**config.mk**
```make
export PLATFORM = sky130hd
export DESIGN_NAME = dimm_cmd_tracker_flat
export DESIGN_NICKNAME = d
export VERILOG_FILES = /design/src/rtl/dimm_cmd_tracker_if.sv /design/src/rtl/dimm_cmd_tracker.sv /design/src/flat_wrapper.sv
export SDC_FILE = /design/constraint.sdc
export NUM_CORES = 2
export LEC_CHECK = 0
export CORE_MARGIN = 3
export CORE_UTILIZATION = 55
export CTS_BUF_LIST = sky130_fd_sc_hd__clkbuf_2 sky130_fd_sc_hd__clkbuf_4 sky130_fd_sc_hd__clkbuf_8
export DETAILED_ROUTE_END_ITERATION = 8
export PLACE_DENSITY = 0.82
export SYNTH_ARGS = -nofsm -noshare
export SYNTH_HDL_FRONTEND = slang
export SYNTH_SLANG_ARGS = --single-unit
```
**constraint.sdc**
```tcl
create_clock -name clk -period 10.4 [get_ports clk]
set_input_delay 1.56 -clock clk [delete_from_list [all_inputs] [get_ports clk]]
set_output_delay 1.56 -clock clk [all_outputs]
set_load 0.005 [all_outputs]
```
**src/rtl/dimm_cmd_tracker_if.sv**
```systemverilog
// rtl/dimm_cmd_tracker_if.sv - DDR4 command bus and tracker status bundle
interface dimm_cmd_tracker_if #(
  parameter int RANKS     = 2,
  parameter int BGWIDTH   = 2,
  parameter int BAWIDTH   = 2,
  parameter int ADDRWIDTH = 17,
  parameter int COLWIDTH  = 10
);
  localparam int NBT = RANKS * (2 ** (BGWIDTH + BAWIDTH));

  logic                 cke;
  logic [RANKS-1:0]     cs_n;
  logic                 act_n;
  logic [ADDRWIDTH-1:0] A;
  logic [BGWIDTH-1:0]   bg;
  logic [BAWIDTH-1:0]   ba;
  logic                 out_valid;
  logic [6:0]           out_cmd;
  logic                 out_ap;
  logic [RANKS-1:0]     out_rank;
  logic [BGWIDTH-1:0]   out_bg;
  logic [BAWIDTH-1:0]   out_ba;
  logic [ADDRWIDTH-1:0] out_row;
  logic [COLWIDTH-1:0]  out_col;
  logic                 err;
  logic [2:0]           err_code;
  logic [NBT-1:0]       bank_open;
  logic [RANKS-1:0]     sref;

  modport master (
    output cke, cs_n, act_n, A, bg, ba,
    input  out_valid, out_cmd, out_ap, out_rank, out_bg, out_ba, out_row, out_col,
           err, err_code, bank_open, sref
  );

  modport slave (
    input  cke, cs_n, act_n, A, bg, ba,
    output out_valid, out_cmd, out_ap, out_rank, out_bg, out_ba, out_row, out_col,
           err, err_code, bank_open, sref
  );
endinterface

```
**src/rtl/dimm_cmd_tracker.sv**
```systemverilog
// rtl/dimm_cmd_tracker.sv - multi-rank DDR4 command decoder with per-bank state, timing and self-refresh checks
module dimm_cmd_tracker #(
  parameter int RANKS     = 2,
  parameter int BGWIDTH   = 2,
  parameter int BAWIDTH   = 2,
  parameter int ADDRWIDTH = 17,
  parameter int COLWIDTH  = 10,
  parameter int TRCD      = 4,
  parameter int TRP       = 4,
  parameter int CNTWIDTH  = 4
) (
  input logic               clk,
  input logic               reset,
  dimm_cmd_tracker_if.slave bus
);
  localparam int NB  = 2 ** (BGWIDTH + BAWIDTH);
  localparam int NBT = RANKS * NB;
  localparam int IW  = $clog2(NBT);
  localparam int RW  = (RANKS > 1) ? $clog2(RANKS) : 1;
  localparam logic [CNTWIDTH-1:0] TRCD_LD = CNTWIDTH'(TRCD - 1);
  localparam logic [CNTWIDTH-1:0] TRP_LD  = CNTWIDTH'(TRP - 1);
  localparam int C_ACT = 6, C_PRE = 5, C_PREA = 4, C_RD = 3, C_WR = 2, C_REF = 1, C_SRE = 0;

  typedef enum logic [1:0] {IDLE, ACTIVATING, ACTIVE, PRECHARGING} bank_st_e;

  bank_st_e             st_q  [NBT];
  bank_st_e             st_d  [NBT];
  logic [CNTWIDTH-1:0]  tmr_q [NBT];
  logic [CNTWIDTH-1:0]  tmr_d [NBT];
  logic [ADDRWIDTH-1:0] row_q [NBT];
  logic [ADDRWIDTH-1:0] row_d [NBT];
  logic [RANKS-1:0]     sref_q, sref_d;

  logic                 valid_q, valid_d, ap_q, ap_d, err_q, err_d;
  logic [6:0]           cmd_q, cmd_d;
  logic [RANKS-1:0]     rank_q, rank_d;
  logic [BGWIDTH-1:0]   bg_q, bg_d;
  logic [BAWIDTH-1:0]   ba_q, ba_d;
  logic [ADDRWIDTH-1:0] orow_q, orow_d;
  logic [COLWIDTH-1:0]  col_q, col_d;
  logic [2:0]           code_q, code_d;

  logic [RANKS-1:0]     sel, rank_busy, rank_actv;
  logic [RW-1:0]        rank_idx;
  logic [IW-1:0]        idx;
  logic [6:0]           cmd;
  logic [2:0]           code;
  logic                 sref_exit, legal, rdwr;
  logic [NBT-1:0]       open_vec;

  always_comb begin
    sel      = ~bus.cs_n;
    rank_idx = '0;
    for (int r = RANKS - 1; r >= 0; r--) if (sel[r]) rank_idx = RW'(r);
    idx = IW'(int'(rank_idx) * NB) + IW'({bus.bg, bus.ba});

    cmd = '0;
    if (sel != '0) begin
      if (!bus.act_n) cmd[C_ACT] = 1'b1;
      else begin
        case (bus.A[16:14])
          3'b010:  if (bus.A[10]) cmd[C_PREA] = 1'b1; else cmd[C_PRE] = 1'b1;
          3'b101:  cmd[C_RD] = 1'b1;
          3'b100:  cmd[C_WR] = 1'b1;
          3'b001:  if (bus.cke) cmd[C_REF] = 1'b1; else cmd[C_SRE] = 1'b1;
          default: cmd = '0;
        endcase
      end
    end
    rdwr = cmd[C_RD] | cmd[C_WR];

    rank_busy = '0;
    rank_actv = '0;
    open_vec  = '0;
    for (int i = 0; i < NBT; i++) begin
      if (st_q[i] != IDLE)       rank_busy[i / NB] = 1'b1;
      if (st_q[i] == ACTIVATING) rank_actv[i / NB] = 1'b1;
      open_vec[i] = (st_q[i] == ACTIVE);
    end

    // Timers hold remaining cycles minus one, so a bank is usable exactly TRCD/TRP cycles after its command.
    for (int i = 0; i < NBT; i++) begin
      st_d[i]  = st_q[i];
      tmr_d[i] = tmr_q[i];
      row_d[i] = row_q[i];
      if (st_q[i] == ACTIVATING || st_q[i] == PRECHARGING) begin
        if (tmr_q[i] <= CNTWIDTH'(1)) begin
          tmr_d[i] = '0;
          st_d[i]  = (st_q[i] == ACTIVATING) ? ACTIVE : IDLE;
        end else begin
          tmr_d[i] = tmr_q[i] - CNTWIDTH'(1);
        end
      end
    end

    // A cke=1 cycle while any rank is in self-refresh only performs the exit.
    sref_exit = (|sref_q) && bus.cke;
    sref_d    = sref_exit ? '0 : sref_q;

    code = '0;
    if (cmd != '0 && !sref_exit) begin
      if (|(sel & sref_q))                                       code = 3'd6;
      else if ($countones(sel) > 1 && !(cmd[C_REF] || cmd[C_PREA])) code = 3'd5;
      else if (cmd[C_ACT] && st_q[idx] != IDLE)                  code = 3'd1;
      else if (rdwr && st_q[idx] == ACTIVATING)                  code = 3'd2;
      else if (rdwr && st_q[idx] != ACTIVE)                      code = 3'd3;
      else if ((cmd[C_REF] || cmd[C_SRE]) && |(sel & rank_busy)) code = 3'd4;
      else if (cmd[C_PRE] && st_q[idx] == ACTIVATING)            code = 3'd7;
      else if (cmd[C_PREA] && |(sel & rank_actv))                code = 3'd7;
    end
    legal = (cmd != '0) && !sref_exit && (code == 3'd0);

    valid_d = legal;
    err_d   = (code != 3'd0);
    code_d  = code;
    cmd_d   = '0;
    ap_d    = 1'b0;
    rank_d  = '0;
    bg_d    = '0;
    ba_d    = '0;
    orow_d  = '0;
    col_d   = '0;
    if (legal) begin
      cmd_d  = cmd;
      rank_d = sel;
      bg_d   = bus.bg;
      ba_d   = bus.ba;
      if (cmd[C_ACT]) begin
        st_d[idx]  = (TRCD == 1) ? ACTIVE : ACTIVATING;
        tmr_d[idx] = TRCD_LD;
        row_d[idx] = bus.A;
        orow_d     = bus.A;
      end
      if (rdwr) begin
        ap_d   = bus.A[10];
        col_d  = bus.A[COLWIDTH-1:0];
        orow_d = row_q[idx];
      end
      if ((rdwr && bus.A[10]) || (cmd[C_PRE] && st_q[idx] == ACTIVE)) begin
        st_d[idx]  = (TRP == 1) ? IDLE : PRECHARGING;
        tmr_d[idx] = TRP_LD;
      end
      if (cmd[C_PREA]) begin
        for (int i = 0; i < NBT; i++) begin
          if (sel[i / NB] && st_q[i] == ACTIVE) begin
            st_d[i]  = (TRP == 1) ? IDLE : PRECHARGING;
            tmr_d[i] = TRP_LD;
          end
        end
      end
      if (cmd[C_SRE]) sref_d[rank_idx] = 1'b1;
    end
  end

  always_ff @(posedge clk) begin
    if (reset) begin
      for (int i = 0; i < NBT; i++) begin
        st_q[i]  <= IDLE;
        tmr_q[i] <= '0;
        row_q[i] <= '0;
      end
      sref_q  <= '0;
      valid_q <= 1'b0;
      cmd_q   <= '0;
      ap_q    <= 1'b0;
      rank_q  <= '0;
      bg_q    <= '0;
      ba_q    <= '0;
      orow_q  <= '0;
      col_q   <= '0;
      err_q   <= 1'b0;
      code_q  <= '0;
    end else begin
      st_q    <= st_d;
      tmr_q   <= tmr_d;
      row_q   <= row_d;
      sref_q  <= sref_d;
      valid_q <= valid_d;
      cmd_q   <= cmd_d;
      ap_q    <= ap_d;
      rank_q  <= rank_d;
      bg_q    <= bg_d;
      ba_q    <= ba_d;
      orow_q  <= orow_d;
      col_q   <= col_d;
      err_q   <= err_d;
      code_q  <= code_d;
    end
  end

  assign bus.out_valid = valid_q;
  assign bus.out_cmd   = cmd_q;
  assign bus.out_ap    = ap_q;
  assign bus.out_rank  = rank_q;
  assign bus.out_bg    = bg_q;
  assign bus.out_ba    = ba_q;
  assign bus.out_row   = orow_q;
  assign bus.out_col   = col_q;
  assign bus.err       = err_q;
  assign bus.err_code  = code_q;
  assign bus.bank_open = open_vec;
  assign bus.sref      = sref_q;
endmodule

```
**src/flat_wrapper.sv**
```systemverilog
// flat-port wrapper written by rule: the top's interface ports become plain ports
module dimm_cmd_tracker_flat 
#(
  parameter int RANKS     = 2,
  parameter int BGWIDTH   = 2,
  parameter int BAWIDTH   = 2,
  parameter int ADDRWIDTH = 17,
  parameter int COLWIDTH  = 10,
  parameter int TRCD      = 4,
  parameter int TRP       = 4,
  parameter int CNTWIDTH  = 4
)
  (clk, reset, bus_cke, bus_cs_n, bus_act_n, bus_A, bus_bg, bus_ba, bus_out_valid, bus_out_cmd, bus_out_ap, bus_out_rank, bus_out_bg, bus_out_ba, bus_out_row, bus_out_col, bus_err, bus_err_code, bus_bank_open, bus_sref);
  dimm_cmd_tracker_if #(.RANKS(RANKS), .BGWIDTH(BGWIDTH), .BAWIDTH(BAWIDTH), .ADDRWIDTH(ADDRWIDTH), .COLWIDTH(COLWIDTH)) bus_i ();
  input logic clk;
  input logic reset;
  input wire logic [$bits(bus_i.cke)-1:0] bus_cke;
  input wire logic [$bits(bus_i.cs_n)-1:0] bus_cs_n;
  input wire logic [$bits(bus_i.act_n)-1:0] bus_act_n;
  input wire logic [$bits(bus_i.A)-1:0] bus_A;
  input wire logic [$bits(bus_i.bg)-1:0] bus_bg;
  input wire logic [$bits(bus_i.ba)-1:0] bus_ba;
  output wire logic [$bits(bus_i.out_valid)-1:0] bus_out_valid;
  output wire logic [$bits(bus_i.out_cmd)-1:0] bus_out_cmd;
  output wire logic [$bits(bus_i.out_ap)-1:0] bus_out_ap;
  output wire logic [$bits(bus_i.out_rank)-1:0] bus_out_rank;
  output wire logic [$bits(bus_i.out_bg)-1:0] bus_out_bg;
  output wire logic [$bits(bus_i.out_ba)-1:0] bus_out_ba;
  output wire logic [$bits(bus_i.out_row)-1:0] bus_out_row;
  output wire logic [$bits(bus_i.out_col)-1:0] bus_out_col;
  output wire logic [$bits(bus_i.err)-1:0] bus_err;
  output wire logic [$bits(bus_i.err_code)-1:0] bus_err_code;
  output wire logic [$bits(bus_i.bank_open)-1:0] bus_bank_open;
  output wire logic [$bits(bus_i.sref)-1:0] bus_sref;
  assign bus_i.cke = bus_cke;
  assign bus_i.cs_n = bus_cs_n;
  assign bus_i.act_n = bus_act_n;
  assign bus_i.A = bus_A;
  assign bus_i.bg = bus_bg;
  assign bus_i.ba = bus_ba;
  assign bus_out_valid = bus_i.out_valid;
  assign bus_out_cmd = bus_i.out_cmd;
  assign bus_out_ap = bus_i.out_ap;
  assign bus_out_rank = bus_i.out_rank;
  assign bus_out_bg = bus_i.out_bg;
  assign bus_out_ba = bus_i.out_ba;
  assign bus_out_row = bus_i.out_row;
  assign bus_out_col = bus_i.out_col;
  assign bus_err = bus_i.err;
  assign bus_err_code = bus_i.err_code;
  assign bus_bank_open = bus_i.bank_open;
  assign bus_sref = bus_i.sref;
  dimm_cmd_tracker #(.RANKS(RANKS), .BGWIDTH(BGWIDTH), .BAWIDTH(BAWIDTH), .ADDRWIDTH(ADDRWIDTH), .COLWIDTH(COLWIDTH), .TRCD(TRCD), .TRP(TRP), .CNTWIDTH(CNTWIDTH)) u_core (.clk(clk), .reset(reset), .bus(bus_i));
endmodule
```
==> impl_metrics.json <==
{
  "result_of_the_run": "finished clean",
  "clock_sink_count": 784,
  "detail_route.vias_per_cell": 6.19,
  "normalized_max_slew_margin_pct": 16.1,
  "hpwl_mm": 57.6,
  "place_congestion": 0.953,
  "worst-endpoint-arrival_ns": 6.64,
  "htree_levels": 3,
  "net_count_after_synthesis": 3760,
  "antenna_found_initial": 3,
  "worst_path_largest_cell_delay_ns": 1.06,
  "seq_cells_post_synth": 784,
  "tightestPinTransition_ns": 1.26,
  "grt_util_all_layers_pct": 26.5,
  "postSynthAreaPerCell_um2": 9.89,
  "chipWidth_um": 263,
  "synthDistinctLibCells": 62,
  "ctsRootBufferMaster": "sky130_fd_sc_hd__clkbuf_8",
  "die-height_um": 263,
  "core-area_um2": 64800,
  "utilization_pct": 62.1,
  "crit_path_start_kind": "input port",
  "synth_async_sr_flop_share_pct": 0,
  "pwr_density_cell_nw_per_um2": 154,
  "worstPathRequired_ns": 11.02,
  "synth-main-ff-cell": "sky130_fd_sc_hd__dfxtp_1",
  "max_clock_freq_mhz": 166,
  "holdCritPathClass": "register to register",
  "synth_cells": 3669,
  "routed-via-count": 28400,
  "cts-buffers-inserted": 119,
  "vdd.ir_drop.worst_v": 0.000126,
  "timing_hold_violations_final": 0,
  "synth_edf_count": 0,
  "cp.buffers_inverters": 3,
  "grt_setup_unrepaired": "no",
  "post-place-ws_ns": 3.85,
  "totalNegativeSetupSlack_ns": 0,
  "cell_area_synth_um2": 36300,
  "critical_path.max_fanout": 103,
  "final_antenna_net_count": 0,
  "cellLeakagePower_nw": 17.1,
  "post_cts_resized": 0,
  "reg2reg_setup_slack_ns": 5.87,
  "ratio_of_final_minimum_period_to_clock_period_pct": 57.9,
  "setup_ws_ns": 4.38,
  "pin_count": 107,
  "final.fill_count": 5000,
  "tritoncts_clock_tree": "built",
  "cpMaxStageDelayCell": "sky130_fd_sc_hd__a311oi_2",
  "avgRoutedWirePerCell_um": 20.8,
  "synth.yosys.warnings": 0,
  "timing.critical_path.to_type": "register",
  "slew_violations": 0,
  "total_drc_errors_in_the_routed_layout": 0,
  "flip_flop_and_latch_area_um2": 15700,
  "finalClockSkew_ns": 0.0400,
  "post_route_minimum_period_ns": 6.02,
  "critical_path.cell_chain": "clkdlybuf4s50_1 -> nand2b_1 -> and2_1 -> buf_4 -> a221oi_1 -> and2_1 -> a311oi_2 -> nand2_1 -> or3_4 -> buf_4 -> o22ai_1",
  "max-cap-violations": 0,
  "wire_length_of_the_first_global_routing_pass_mm": 149,
  "grt.overflow.total": 0,
  "holdBufCountCts": 0,
  "cts_setup_buffers": 0,
  "grt_start_max_net_pins": 254,
  "antenna_cells": 0,
  "core.rowCount": 93,
  "cts-root-to-sink-buffers": 3,
  "buffer_ports.inserted": 106,
  "final_layout_size_suffix_gt1_share_pct": 13.2,
  "nNetsFinal": 3726,
  "routed_wirelength_mm": 95.3,
  "dr.first_iter.drc_count": 3063,
  "flow.area_growth_from_synthesis_pct": 11.0,
  "seq_area_frac_synth_pct": 43.3,
  "timing_worst_setup_path_type": "input port to register",
  "detailedRoute.firstPassIterationCount": 8,
  "clk_transition_reported_paths_ns": 0.06,
  "start_util_pct": 56.0,
  "report.final.setup_viol": 0,
  "multi_input_area_um2": 18800,
  "worst_skew_pair.late_latency_ns": 0.75,
  "fp.dieArea_um2": 69100,
  "critPathTopFamily": "simple AND/OR/NAND/NOR gates",
  "vias_in_the_first_global_route": 27400
}
[metal layers]
metal | global-route usage, % | routed length, um | vias up | share of wire (%)
met3 | 4.72 | 7570 | 259 | 7.9
met5 | 0 | 13 | - | 0.014
met4 | 12.8 | 4500 | 2 | 4.7
met2 | 42.9 | 44200 | 1225 | 46
li1 | - | - | 13000 | -
met1 | 34.5 | 39000 | 13900 | 41
[tightest hold or removal path, stage by stage, from the launching register on]
cell,delay (ns)
sky130_fd_sc_hd__dfxtp_1,0.31
sky130_fd_sc_hd__nand2_1,0.05
sky130_fd_sc_hd__a21oi_1,0.05
[power by group]
part	switching [W]	leakage [nW]	internal, W	total (W)
combinational	0.000225	9.36	0.0000927	0.000317
sequential	0.0000112	6.32	0.00302	0.00303
clock	0.00122	1.46	0.00166	0.00287
[layout by cell type, fill, tap and decap left out, types with 17 or more instances in the layout]
cell,netlist,layout
sky130_fd_sc_hd__mux4_2,152,152
sky130_fd_sc_hd__mux2i_1,524,524
sky130_fd_sc_hd__nand2b_1,41,41
sky130_fd_sc_hd__xor2_1,32,32
sky130_fd_sc_hd__nand4_1,38,38
sky130_fd_sc_hd__a22oi_1,97,97
sky130_fd_sc_hd__and3_1,17,17
sky130_fd_sc_hd__nand4b_1,32,32
sky130_fd_sc_hd__a211oi_1,34,34
sky130_fd_sc_hd__nand2_1,236,236
sky130_fd_sc_hd__inv_1,88,88
sky130_fd_sc_hd__ha_1,64,64
sky130_fd_sc_hd__clkdlybuf4s50_1,0,103
sky130_fd_sc_hd__a21oi_1,107,107
sky130_fd_sc_hd__a22o_1,39,39
sky130_fd_sc_hd__nor2b_1,38,38
sky130_fd_sc_hd__o22ai_1,76,76
sky130_fd_sc_hd__a221oi_1,37,37
sky130_fd_sc_hd__nor2_1,603,601
sky130_fd_sc_hd__nor3_1,96,94
sky130_fd_sc_hd__nor4_1,49,49
sky130_fd_sc_hd__buf_4,18,73
sky130_fd_sc_hd__nand3_1,18,18
sky130_fd_sc_hd__dfxtp_1,784,784
sky130_fd_sc_hd__o21ai_0,18,18
sky130_fd_sc_hd__o32ai_1,20,20
sky130_fd_sc_hd__clkbuf_4,0,34
sky130_fd_sc_hd__clkbuf_8,0,155
[Yosys cell counts (all sizes together) (76+ instances only)]
cell type	number	share of area, %
buf	123	2.1
mux2i	524	14
mux4	152	9.4
dfxtp	784	43
clkbuf	213	2.2
nand2	238	2.5
nor2	603	6.2
a21oi	107	1.5
inv	89	0.92
o22ai	76	1.3
nor3	101	1.5
a22oi	97	2.0
[final timing paths]
| kind | startpoint | end | cells past startpoint |
|---|---|---|---|
| worst max register to register | u_core.st_q[8] | u_core.tmr_q[104] | 9 |
| worst min register to register | u_core.row_q[270] | u_core.row_q[270] | 2 |
| worst min-delay path | u_core.row_q[270] | u_core.row_q[270] | 2 |
| worst max-delay path | bus_cs_n[1] | u_core.tmr_q[104] | 11 |
[kinds of logic after synthesis]
family / synth area share [%]
buf+inv: 5.25
fa+ha+maj: 2.21
compound gates: 8.91
simple gates: 15.3
mux: 24.3
flops: 43.3
xor+xnor: 0.797
[final cells by class]
class / count / share of cell area, %
Tap cell: 855 / 2.66
Inverter: 89 / 0.830
Clock buffer: 189 / 5.93
Clock inverter: 29 / 0.920
Sequential cell: 784 / 39.0
Multi-Input combinational cell: 2460 / 46.6
Timing Repair Buffer: 181 / 4.12
[sequential cells by signal (all words and copies together), names as in the netlist]
| name | count |
|---|---|
| u_core.bus.err | 1 |
| u_core.bus.err_code | 3 |
| u_core.bus.out_ap | 1 |
| u_core.bus.out_ba | 2 |
| u_core.bus.out_bg | 2 |
| u_core.bus.out_cmd | 7 |
| u_core.bus.out_col | 10 |
| u_core.bus.out_rank | 2 |
| u_core.bus.out_row | 17 |
| u_core.bus.out_valid | 1 |
| u_core.bus.sref | 2 |
| u_core.row_q | 544 |
| u_core.st_q | 64 |
| u_core.tmr_q | 128 |
[metrics by stage]
| step | hold slack (ns) | area (um2) | cells | power (W) |
|---|---|---|---|---|
| 5_1_grt | 0.469 | 40300 | 4587 | 0.00640 |
| 2_1_floorplan | 0.429 | 36300 | 3669 | 0.00331 |
| 6_report | 0.452 | 40300 | 4587 | 0.00622 |
| 3_5_place_dp | 0.445 | 37500 | 4369 | 0.00341 |
| 3_3_place_gp | 0.435 | 37500 | 4369 | 0.00340 |
| 4_1_cts | 0.452 | 40300 | 4587 | 0.00624 |
Power figures use the tool's default switching activity.
